`src/rtl/led_sdo_rx_if.sv`:
```
// Serial LED link plus receive-side results, shared by transmitter/bench and receiver.
//   cko, sdo    : serial bit clock and per-lane data (driven by master)
//   rx_data     : last completed word, lane i at [WORD_W*i +: WORD_W]
//   rx_valid    : one-cycle pulse when rx_data updates
//   rx_word_idx : word index of rx_data within the frame
//   frame_done  : clean frame end pulse
//   frame_err   : short/overrun frame pulse
//   busy        : frame in progress
interface led_sdo_rx_if #(
  parameter int unsigned LANES  = 8,
  parameter int unsigned WORD_W = 12,
  parameter int unsigned NWORDS = 1
);
  localparam int unsigned IDX_W = $clog2(NWORDS) + 1;

  logic                    cko;
  logic [LANES-1:0]        sdo;
  logic [LANES*WORD_W-1:0] rx_data;
  logic                    rx_valid;
  logic [IDX_W-1:0]        rx_word_idx;
  logic                    frame_done;
  logic                    frame_err;
  logic                    busy;

  modport master (
    output cko, sdo,
    input  rx_data, rx_valid, rx_word_idx, frame_done, frame_err, busy
  );

  modport slave (
    input  cko, sdo,
    output rx_data, rx_valid, rx_word_idx, frame_done, frame_err, busy
  );
endinterface

```
`src/rtl/led_sdo_rx.sv`:
```
// Oversampling receiver for the LED serial output link. Deserialises each
// lane into WORD_W-bit {R,G,B} words and delimits frames by bit count plus
// an idle timeout on cko.
//   clk_fast : oversampling clock (>= 4x cko)
//   rstn     : asynchronous active-low reset
//   bus      : led_sdo_rx_if slave (cko/sdo in, rx_* / frame_* / busy out)
module led_sdo_rx #(
  parameter int unsigned LANES   = 8,
  parameter int unsigned WORD_W  = 12,
  parameter int unsigned NWORDS  = 1,
  parameter int unsigned IDLE_TO = 64
) (
  input  logic         clk_fast,
  input  logic         rstn,
  led_sdo_rx_if.slave  bus
);

  localparam int unsigned BIT_W  = $clog2(WORD_W);
  localparam int unsigned IDX_W  = $clog2(NWORDS) + 1;
  localparam int unsigned IDLE_W = $clog2(IDLE_TO);

  localparam logic [BIT_W-1:0]  BIT_LAST  = BIT_W'(WORD_W - 1);
  localparam logic [IDX_W-1:0]  WORD_FULL = IDX_W'(NWORDS);
  localparam logic [IDLE_W-1:0] IDLE_LAST = IDLE_W'(IDLE_TO - 1);

  typedef enum logic [1:0] {IDLE, RECV, OVERRUN} state_t;

  // Synchroniser / edge-detect stage
  logic             cko_s1, cko_s2, cko_s3;
  logic [LANES-1:0] sdo_s1, sdo_s2;
  logic             edge_q;
  logic [LANES-1:0] sdo_q;
  logic             cko_low_c;

  // Frame state and datapath registers
  state_t                        state, state_n;
  logic [BIT_W-1:0]              bit_cnt, bit_n;
  logic [IDX_W-1:0]              word_cnt, word_n;
  logic [IDLE_W-1:0]             idle_cnt, idle_n;
  logic [LANES-1:0][WORD_W-1:0]  shreg, shreg_n, shifted_c;
  logic [LANES-1:0][WORD_W-1:0]  rx_data, data_n;
  logic                          rx_valid, valid_n;
  logic [IDX_W-1:0]              rx_word_idx, idx_n;
  logic                          frame_done, done_n;
  logic                          frame_err, err_n;
  logic                          busy, busy_n;
  logic                          timeout_c;

  // Two-flop synchronisers on cko and sdo, third cko flop for rise detection.
  // The rise and its data bit are registered together so the FSM sees them aligned.
  always_ff @(posedge clk_fast or negedge rstn) begin
    if (!rstn) begin
      cko_s1 <= 1'b0;
      cko_s2 <= 1'b0;
      cko_s3 <= 1'b0;
      sdo_s1 <= '0;
      sdo_s2 <= '0;
      edge_q <= 1'b0;
      sdo_q  <= '0;
    end else begin
      cko_s1 <= bus.cko;
      cko_s2 <= cko_s1;
      cko_s3 <= cko_s2;
      sdo_s1 <= bus.sdo;
      sdo_s2 <= sdo_s1;
      edge_q <= cko_s2 & ~cko_s3;
      sdo_q  <= sdo_s2;
    end
  end

  assign cko_low_c = ~cko_s3;
  assign timeout_c = cko_low_c && (idle_cnt == IDLE_LAST);

  // Every lane shifted left with its new bit in the LSB
  always_comb begin
    shifted_c = shreg;
    for (int i = 0; i < int'(LANES); i++) begin
      shifted_c[i] = {shreg[i][WORD_W-2:0], sdo_q[i]};
    end
  end

  // State and output registers
  always_ff @(posedge clk_fast or negedge rstn) begin
    if (!rstn) begin
      state       <= IDLE;
      bit_cnt     <= '0;
      word_cnt    <= '0;
      idle_cnt    <= '0;
      shreg       <= '0;
      rx_data     <= '0;
      rx_valid    <= 1'b0;
      rx_word_idx <= '0;
      frame_done  <= 1'b0;
      frame_err   <= 1'b0;
      busy        <= 1'b0;
    end else begin
      state       <= state_n;
      bit_cnt     <= bit_n;
      word_cnt    <= word_n;
      idle_cnt    <= idle_n;
      shreg       <= shreg_n;
      rx_data     <= data_n;
      rx_valid    <= valid_n;
      rx_word_idx <= idx_n;
      frame_done  <= done_n;
      frame_err   <= err_n;
      busy        <= busy_n;
    end
  end

  // Next-state and next-output logic
  always_comb begin
    state_n = state;
    bit_n   = bit_cnt;
    word_n  = word_cnt;
    idle_n  = idle_cnt;
    shreg_n = shreg;
    data_n  = rx_data;
    valid_n = 1'b0;
    idx_n   = rx_word_idx;
    done_n  = 1'b0;
    err_n   = 1'b0;
    busy_n  = busy;

    unique case (state)
      IDLE: begin
        busy_n = 1'b0;
        if (edge_q) begin
          state_n = RECV;
          busy_n  = 1'b1;
          shreg_n = shifted_c;
          bit_n   = BIT_W'(1);
          idle_n  = '0;
        end
      end

      RECV: begin
        if (edge_q) begin
          idle_n = '0;
          if (word_cnt == WORD_FULL) begin
            // Extra bits beyond the expected frame length are not captured
            state_n = OVERRUN;
          end else begin
            shreg_n = shifted_c;
            if (bit_cnt == BIT_LAST) begin
              data_n  = shifted_c;
              valid_n = 1'b1;
              idx_n   = word_cnt;
              bit_n   = '0;
              word_n  = word_cnt + IDX_W'(1);
            end else begin
              bit_n = bit_cnt + BIT_W'(1);
            end
          end
        end else if (timeout_c) begin
          if ((word_cnt == WORD_FULL) && (bit_cnt == '0)) begin
            done_n = 1'b1;
          end else begin
            err_n = 1'b1;
          end
          state_n = IDLE;
          busy_n  = 1'b0;
          bit_n   = '0;
          word_n  = '0;
          idle_n  = '0;
          shreg_n = '0;
        end else if (cko_low_c) begin
          idle_n = idle_cnt + IDLE_W'(1);
        end
      end

      OVERRUN: begin
        if (edge_q) begin
          idle_n = '0;
        end else if (timeout_c) begin
          err_n   = 1'b1;
          state_n = IDLE;
          busy_n  = 1'b0;
          bit_n   = '0;
          word_n  = '0;
          idle_n  = '0;
          shreg_n = '0;
        end else if (cko_low_c) begin
          idle_n = idle_cnt + IDLE_W'(1);
        end
      end

      default: begin
        state_n = IDLE;
        busy_n  = 1'b0;
      end
    endcase
  end

  assign bus.rx_data     = rx_data;
  assign bus.rx_valid    = rx_valid;
  assign bus.rx_word_idx = rx_word_idx;
  assign bus.frame_done  = frame_done;
  assign bus.frame_err   = frame_err;
  assign bus.busy        = busy;

endmodule

```
`src/flat_wrapper.sv`:
```
// flat-port wrapper written by rule: the top's interface ports become plain ports
module led_sdo_rx_flat 
#(
  parameter int unsigned LANES   = 8,
  parameter int unsigned WORD_W  = 12,
  parameter int unsigned NWORDS  = 1,
  parameter int unsigned IDLE_TO = 64
)
  (clk_fast, rstn, bus_cko, bus_sdo, bus_rx_data, bus_rx_valid, bus_rx_word_idx, bus_frame_done, bus_frame_err, bus_busy);
  led_sdo_rx_if #(.LANES(LANES), .WORD_W(WORD_W), .NWORDS(NWORDS)) bus_i ();
  input  logic clk_fast;
  input  logic rstn;
  input wire logic [$bits(bus_i.cko)-1:0] bus_cko;
  input wire logic [$bits(bus_i.sdo)-1:0] bus_sdo;
  output wire logic [$bits(bus_i.rx_data)-1:0] bus_rx_data;
  output wire logic [$bits(bus_i.rx_valid)-1:0] bus_rx_valid;
  output wire logic [$bits(bus_i.rx_word_idx)-1:0] bus_rx_word_idx;
  output wire logic [$bits(bus_i.frame_done)-1:0] bus_frame_done;
  output wire logic [$bits(bus_i.frame_err)-1:0] bus_frame_err;
  output wire logic [$bits(bus_i.busy)-1:0] bus_busy;
  assign bus_i.cko = bus_cko;
  assign bus_i.sdo = bus_sdo;
  assign bus_rx_data = bus_i.rx_data;
  assign bus_rx_valid = bus_i.rx_valid;
  assign bus_rx_word_idx = bus_i.rx_word_idx;
  assign bus_frame_done = bus_i.frame_done;
  assign bus_frame_err = bus_i.frame_err;
  assign bus_busy = bus_i.busy;
  led_sdo_rx #(.LANES(LANES), .WORD_W(WORD_W), .NWORDS(NWORDS), .IDLE_TO(IDLE_TO)) u_core (.clk_fast(clk_fast), .rstn(rstn), .bus(bus_i));
endmodule
```
`config.mk`:
```
export PLATFORM = sky130hd
export DESIGN_NAME = led_sdo_rx_flat
export DESIGN_NICKNAME = d
export VERILOG_FILES = /design/src/rtl/led_sdo_rx_if.sv /design/src/rtl/led_sdo_rx.sv /design/src/flat_wrapper.sv
export SDC_FILE = /design/constraint.sdc
export NUM_CORES = 1
export LEC_CHECK = 0
export CAP_MARGIN = 20
export CORE_MARGIN = 8
export CORE_UTILIZATION = 50
export CTS_CLUSTER_SIZE = 10
export DETAILED_ROUTE_END_ITERATION = 10
export MAX_ROUTING_LAYER = met4
export PLACE_DENSITY_LB_ADDON = 0.15
export SLEW_MARGIN = 0
export SYNTH_ARGS = -nofsm -noshare
export SYNTH_HDL_FRONTEND = slang
export SYNTH_SLANG_ARGS = --single-unit
```
`constraint.sdc`:
```
create_clock -name clk_fast -period 2.83 [get_ports clk_fast]
set_clock_uncertainty 0.2 [all_clocks]
set_input_delay 0.849 -clock clk_fast [delete_from_list [all_inputs] [get_ports clk_fast]]
set_output_delay 0.849 -clock clk_fast [all_outputs]
set_load 0.1 [all_outputs]
```
==> results.json, run 1 <==
{
  "grt_pass1_vias": 5406,
  "gp_congestion": 0.915,
  "arrival_ps": 2690,
  "diodes": 0,
  "synth_nets": 574,
  "fmax_mhz": 399,
  "first_pass_iters": 4,
  "hold_path.class": "in -> async",
  "die_area_mm2": 0.0213,
  "total_leakage_power_nw": 5.34,
  "comb_power_share_pct": 21.0,
  "power.density_mw_per_mm2": 859,
  "switchingPower_mw": 2.67,
  "drv_cap": 0,
  "maxSlewHeadroom_pct": 58.9,
  "gr-total-overflow": 0,
  "vias": 4966,
  "ir_drop_mv": 0.558,
  "synth_area_per_cell_um2": 15.2,
  "sw_frac_of_total_pct": 30.4,
  "grt_max_degree": 89,
  "grt.total_usage_pct": 16.4,
  "die_h_um": 146,
  "cts_setup_buffers": 0,
  "worstMarginPinSlew_ps": 616,
  "cp.required_ps": 3020,
  "ctsResizeCount": 0,
  "period_needed_ps": 2510,
  "drive_above_1_share_pct": 22.9,
  "rsz0062_at_grt": "false",
  "clock_latency_ps": 510,
  "multi_input_area_mm2": 0.00249,
  "synth.distinct_cells": 40,
  "internal_power_mw": 6.13,
  "syn2layout_area_growth_pct": 21.4,
  "hold_viol": 0,
  "routed_wl_um": 16500,
  "start_util_pct": 51.1,
  "drtIter0Drc": 264,
  "hpwl_um": 10600,
  "layout_commonest_cell": "dfrtp_1",
  "final.fill_count": 1246,
  "critPathCaptureType": "flop",
  "layout_common_cells": "229 x dfrtp_1, 109 x buf_4, 90 x a22o_1, 89 x mux2_1, 27 x clkbuf_16",
  "rows": 47,
  "synth_area_mm2": 0.00844,
  "critPathKind": "reg -> reg",
  "clockBufferDepth": 3,
  "drv_slew": 0,
  "netlist_instances": 556,
  "synth-seq-cells": 229,
  "ant_nets": 0,
  "utilization_pct": 62.1,
  "htreeDepth": 1,
  "viasPerCell": 5.56,
  "power.share.sequential_pct": 47.0,
  "finalSetupTns_ps": 0,
  "avgRoutedWirePerCell_um": 18.4,
  "finalSetupViolCount": 0,
  "status": "complete, no violations",
  "cts_sinks": 229,
  "fin_nets": 691,
  "grt_pass1_wl_um": 28400,
  "start_kind": "flop",
  "p_clk_share_pct": 32.0,
  "portBuffers": 110,
  "core_area_mm2": 0.0165,
  "antenna_found_initial": 0,
  "cts_buffers": 26,
  "die_w_um": 146,
  "ff_latch_area_mm2": 0.00573,
  "drc_errors": 0,
  "yosys_warnings": 0,
  "io_pins": 112,
  "clk_pin_slew_ps": 60,
  "ctsHoldBuffers": 0,
  "cp_max_fo": 80,
  "cts_tree": "yes",
  "whs_ps": 130,
  "fin_crit_sh_pct": 88.6,
  "yosysSeqAreaShare_pct": 67.9,
  "cts_root_buf": "clkbuf_16"
}
==> metal layers <==
layer / wire, um / track usage [%] / vias to the layer above
li1: - / - / 2246
met5: 0 / - / -
met2: 7300 / 23.3 / 150
met1: 7820 / 22.5 / 2539
met4: 417 / 6.14 / 0
met3: 935 / 3.95 / 31
==> cell usage after synthesis (all sizes together) <==
library cell / n / area share (%)
nand2b: 3 / 0.22
o311ai: 1 / 0.10
o211a: 1 / 0.12
dfrtp: 229 / 68
or2: 1 / 0.074
ha: 7 / 1.0
a2111oi: 1 / 0.10
a21oi: 9 / 0.53
a311o: 1 / 0.12
o31ai: 2 / 0.18
nor2b: 6 / 0.47
a21o: 3 / 0.27
clkbuf: 7 / 0.31
nor2: 9 / 0.40
nor4: 2 / 0.15
nand2: 13 / 0.58
o22ai: 2 / 0.15
o21a: 1 / 0.089
buf: 29 / 2.1
a2bb2oi: 3 / 0.31
nand4: 1 / 0.074
mux2i: 1 / 0.12
and3: 3 / 0.22
and3b: 2 / 0.21
nand3: 7 / 0.41
conb: 1 / 0.044
a211oi: 2 / 0.24
a32oi: 1 / 0.10
nor3: 4 / 0.30
o21ai: 8 / 0.47
mux2: 96 / 13
a22o: 90 / 9.3
nor3b: 1 / 0.089
inv: 9 / 0.40
==> power by group through the flow <==
stage          Clock [mW]  Sequential, mW  Combinational (mW)
5_1_grt              3.02            4.20                2.06
3_5_place_dp            0            4.18                1.87
4_1_cts              2.89            4.13                1.88
6_report             2.82            4.14                1.85
2_1_floorplan           0            4.10                1.39
3_3_place_gp            0            4.17                1.81
==> flip-flops by register name (all words and copies together) (netlist names) <==
| signal | cells |
|---|---|
| u_core.sdo_q | 8 |
| u_core.bus.rx_valid | 1 |
| u_core.state | 2 |
| u_core.sdo_s2 | 8 |
| u_core.sdo_s1 | 8 |
| u_core.shifted_c | 88 |
| u_core.bus.frame_err | 1 |
| u_core.bus.busy | 1 |
| u_core.bus.frame_done | 1 |
| u_core.cko_s3 | 1 |
| u_core.cko_s2 | 1 |
| u_core.bit_cnt | 4 |
| u_core.idle_cnt | 6 |
| u_core.word_cnt | 1 |
| u_core.bus.rx_data | 96 |
| u_core.cko_s1 | 1 |
| u_core.edge_q | 1 |
==> area by class of cell <==
type                       instances  share of cell area [%]
timing repair buffer             125                    10.2
sequential                       229                    55.9
inverter                           9                   0.329
tap                              220                    2.68
clock buffer                      28                    6.63
multi-input combinational        282                    24.3
==> logic make-up (layout without fill, tap and decap cells) <==
family / Yosys count / count (layout) / share of synthesized area [%]
AOI/OAI and AO/OA: 125 / 125 / 12.1
muxes: 97 / 97 / 12.9
and+or+nand+nor: 52 / 52 / 3.20
buffers and inverters: 45 / 162 / 2.82
adders and majority gates: 7 / 7 / 1.04
other: 1 / 1 / 0.0444
DFF: 229 / 229 / 67.9
==> metrics by stage <==
step	cells	total power [mW]	cell area [um^2]	setup WS (ps)
floorplan	556	5.48	8440	633
global route	893	9.28	10300	152
CTS	893	8.90	10300	351
detailed placement	865	6.05	9570	378
finish	893	8.80	10300	323
global placement	865	5.97	9570	443
==> critical path, cell delays in order, from the launching register on <==
cell     delay, ps
dfrtp_1        410
inv_1           90
ha_1           280
nand2_1        290
nor3_4         260
buf_12         400
mux2_2         390
==> worst paths after layout <==
check                                  from                     end  slack [ps]  depth (start not counted)
min in group clk_fast      u_core.sdo_s2[2]         u_core.sdo_q[2]         140                          0
max reg2reg                 u_core.state[1]  u_core.bus.rx_data[21]         320                          6
min                                    rstn  u_core.bus.rx_data[90]         130                          1
max                         u_core.state[1]  u_core.bus.rx_data[21]         320                          6
min reg2reg                u_core.sdo_s2[2]         u_core.sdo_q[2]         140                          0
max in group asynchronous              rstn         u_core.state[0]        1670                          2
Note: power is estimated with default switching activity, not from simulation.
==> run 2: changes to the inputs <==
--- a/config.mk
+++ b/config.mk
@@ -6,7 +6,7 @@
 export NUM_CORES = 1
 export LEC_CHECK = 0
 export CAP_MARGIN = 20
-export CORE_MARGIN = 8
+export CORE_ASPECT_RATIO = 0.6
 export CORE_UTILIZATION = 50
 export CTS_CLUSTER_SIZE = 10
 export DETAILED_ROUTE_END_ITERATION = 10
==> run 2 against run 1 <==
Net effect: sequential cell count stayed put; via count grew 1.0%; critical path type unchanged; register-to-register slack hardly changed; critical endpoint is now u_core.shifted_c[90]; worst setup slack lost 14 ps; sequential share of layout area fell by 0.061 points; worst hold slack got worse by 28 ps; first-iteration DRC count increased by 27%.
==> results.json, run 2 (synthesis results as in run 1) <==
{
  "first_pass_iters": 4,
  "cts_tree": "yes",
  "clockBufferDepth": 3,
  "cts_sinks": 229,
  "met3_length_um": 895,
  "largest_reg_flops": 96,
  "rows": 36,
  "vias": 5017,
  "critPathCaptureType": "flop",
  "hold_viol": 0,
  "cp.required_ps": 3010,
  "design_area_mm2": 0.0103,
  "ir_drop_mv": 0.420,
  "finalSetupTns_ps": 0,
  "hold_path.class": "in -> async",
  "start_util_pct": 51.6,
  "layout_common_cells": "229 x dfrtp_1, 106 x buf_4, 90 x a22o_1, 89 x mux2_1, 27 x clkbuf_16",
  "period_needed_ps": 2520,
  "finalWorstSetupSlack_ps": 309,
  "worstMarginPinSlew_ps": 616,
  "layout.cells.non_filler": 899,
  "total_leakage_power_nw": 5.33,
  "fmax_mhz": 397,
  "cts_root_buf": "clkbuf_16",
  "hpwl_um": 10400,
  "fin_crit_sh_pct": 89.1,
  "cts_setup_buffers": 0,
  "grt_pass1_vias": 4853,
  "io_pins": 112,
  "clk_pin_slew_ps": 50,
  "rsz0062_at_grt": "false",
  "cts_buffers": 26,
  "cp_max_fo": 47,
  "drive_above_1_share_pct": 22.8,
  "die_h_um": 103,
  "clock_latency_ps": 500,
  "avgRoutedWirePerCell_um": 18.1,
  "ant_nets": 0,
  "drc_errors": 0,
  "maxSlewHeadroom_pct": 57.9,
  "grt_max_degree": 65,
  "grt_pass1_wl_um": 26700,
  "finalSetupViolCount": 0,
  "portBuffers": 110,
  "pre_cts_slack_ps": 255,
  "critPathKind": "reg -> reg",
  "layout_commonest_cell": "dfrtp_1",
  "die_area_mm2": 0.0174,
  "drv_cap": 0,
  "gp_congestion": 0.906,
  "htreeDepth": 1,
  "regMostFlops": "u_core.bus.rx_data",
  "rrSetupSlack_ps": 310,
  "start_kind": "flop",
  "antenna_found_initial": 0,
  "core_area_mm2": 0.0164,
  "wl_met2_um": 6880,
  "placed_cells": 871,
  "drv_slew": 0,
  "routed_wl_um": 16300,
  "dpl_cell_area_mm2": 0.00958,
  "grt.total_usage_pct": 20.2,
  "route.top_layer_used": "met4",
  "arrival_ps": 2700,
  "diodes": 0,
  "drtIter0Drc": 334,
  "status": "complete, no violations",
  "power.density_mw_per_mm2": 855,
  "syn2layout_area_growth_pct": 21.6,
  "fin_nets": 689,
  "p_total_mw": 8.77,
  "wl_met1_um": 8280,
  "die_w_um": 170,
  "viasPerCell": 5.58,
  "gr-total-overflow": 0
}
[run 2: power breakdown]
part | total, mW | internal (mW) | switching [mW]
Combinational | 1.83 | 0.668 | 1.16
Clock | 2.80 | 1.66 | 1.14
Sequential | 4.14 | 3.75 | 0.392
[run 2: path summary, 6_finish.rpt]
check,start,endpoint,depth (start not counted)
max,u_core.state[1],u_core.shifted_c[90],7
min,rstn,u_core.cko_s2,1
max reg2reg,u_core.state[1],u_core.shifted_c[90],7
min reg2reg,u_core.sdo_s2[5],u_core.sdo_q[5],0
max in group asynchronous,rstn,u_core.bus.rx_data[26],2
min in group clk_fast,u_core.sdo_s2[5],u_core.sdo_q[5],0
[run 2: cell type report]
class	instances	area, um^2
multi-input cells	282	2490
inverters	9	33.8
flip-flops and latches	229	5730
repair buffers	123	1040
well taps	228	285
clock buffers	28	679
fillers	1256	6090
[run 2: critical path, stage by stage (launching register included)]
cell and delay (ps):
dfrtp_1 390, inv_1 80, ha_1 300, nor2b_1 190, or2_0 260, a311o_2 420
buf_4 290, a22o_1 260
[run 2: stage by stage]
| step | util (%) | hold WS, ps |
|---|---|---|
| after CTS | 62.8 | 111 |
| final | 62.8 | 103 |
| after global placement | 58.6 | 133 |
| after global routing | 62.8 | 136 |
| after floorplan | - | 131 |
| after detailed placement | 58.6 | 135 |
[run 2: metal layers]
layer  up-vias  global-route usage (%)
met5         -                       -
met4         0                    4.30
met3        23                    3.95
met2       131                    27.2
met1      2617                    31.2
li1       2246                       -
[run 2: repair_timing]
item,CTS,global route
hold buffers,0,0
endpoints found under the setup margin,0,6
resized for setup,0,1
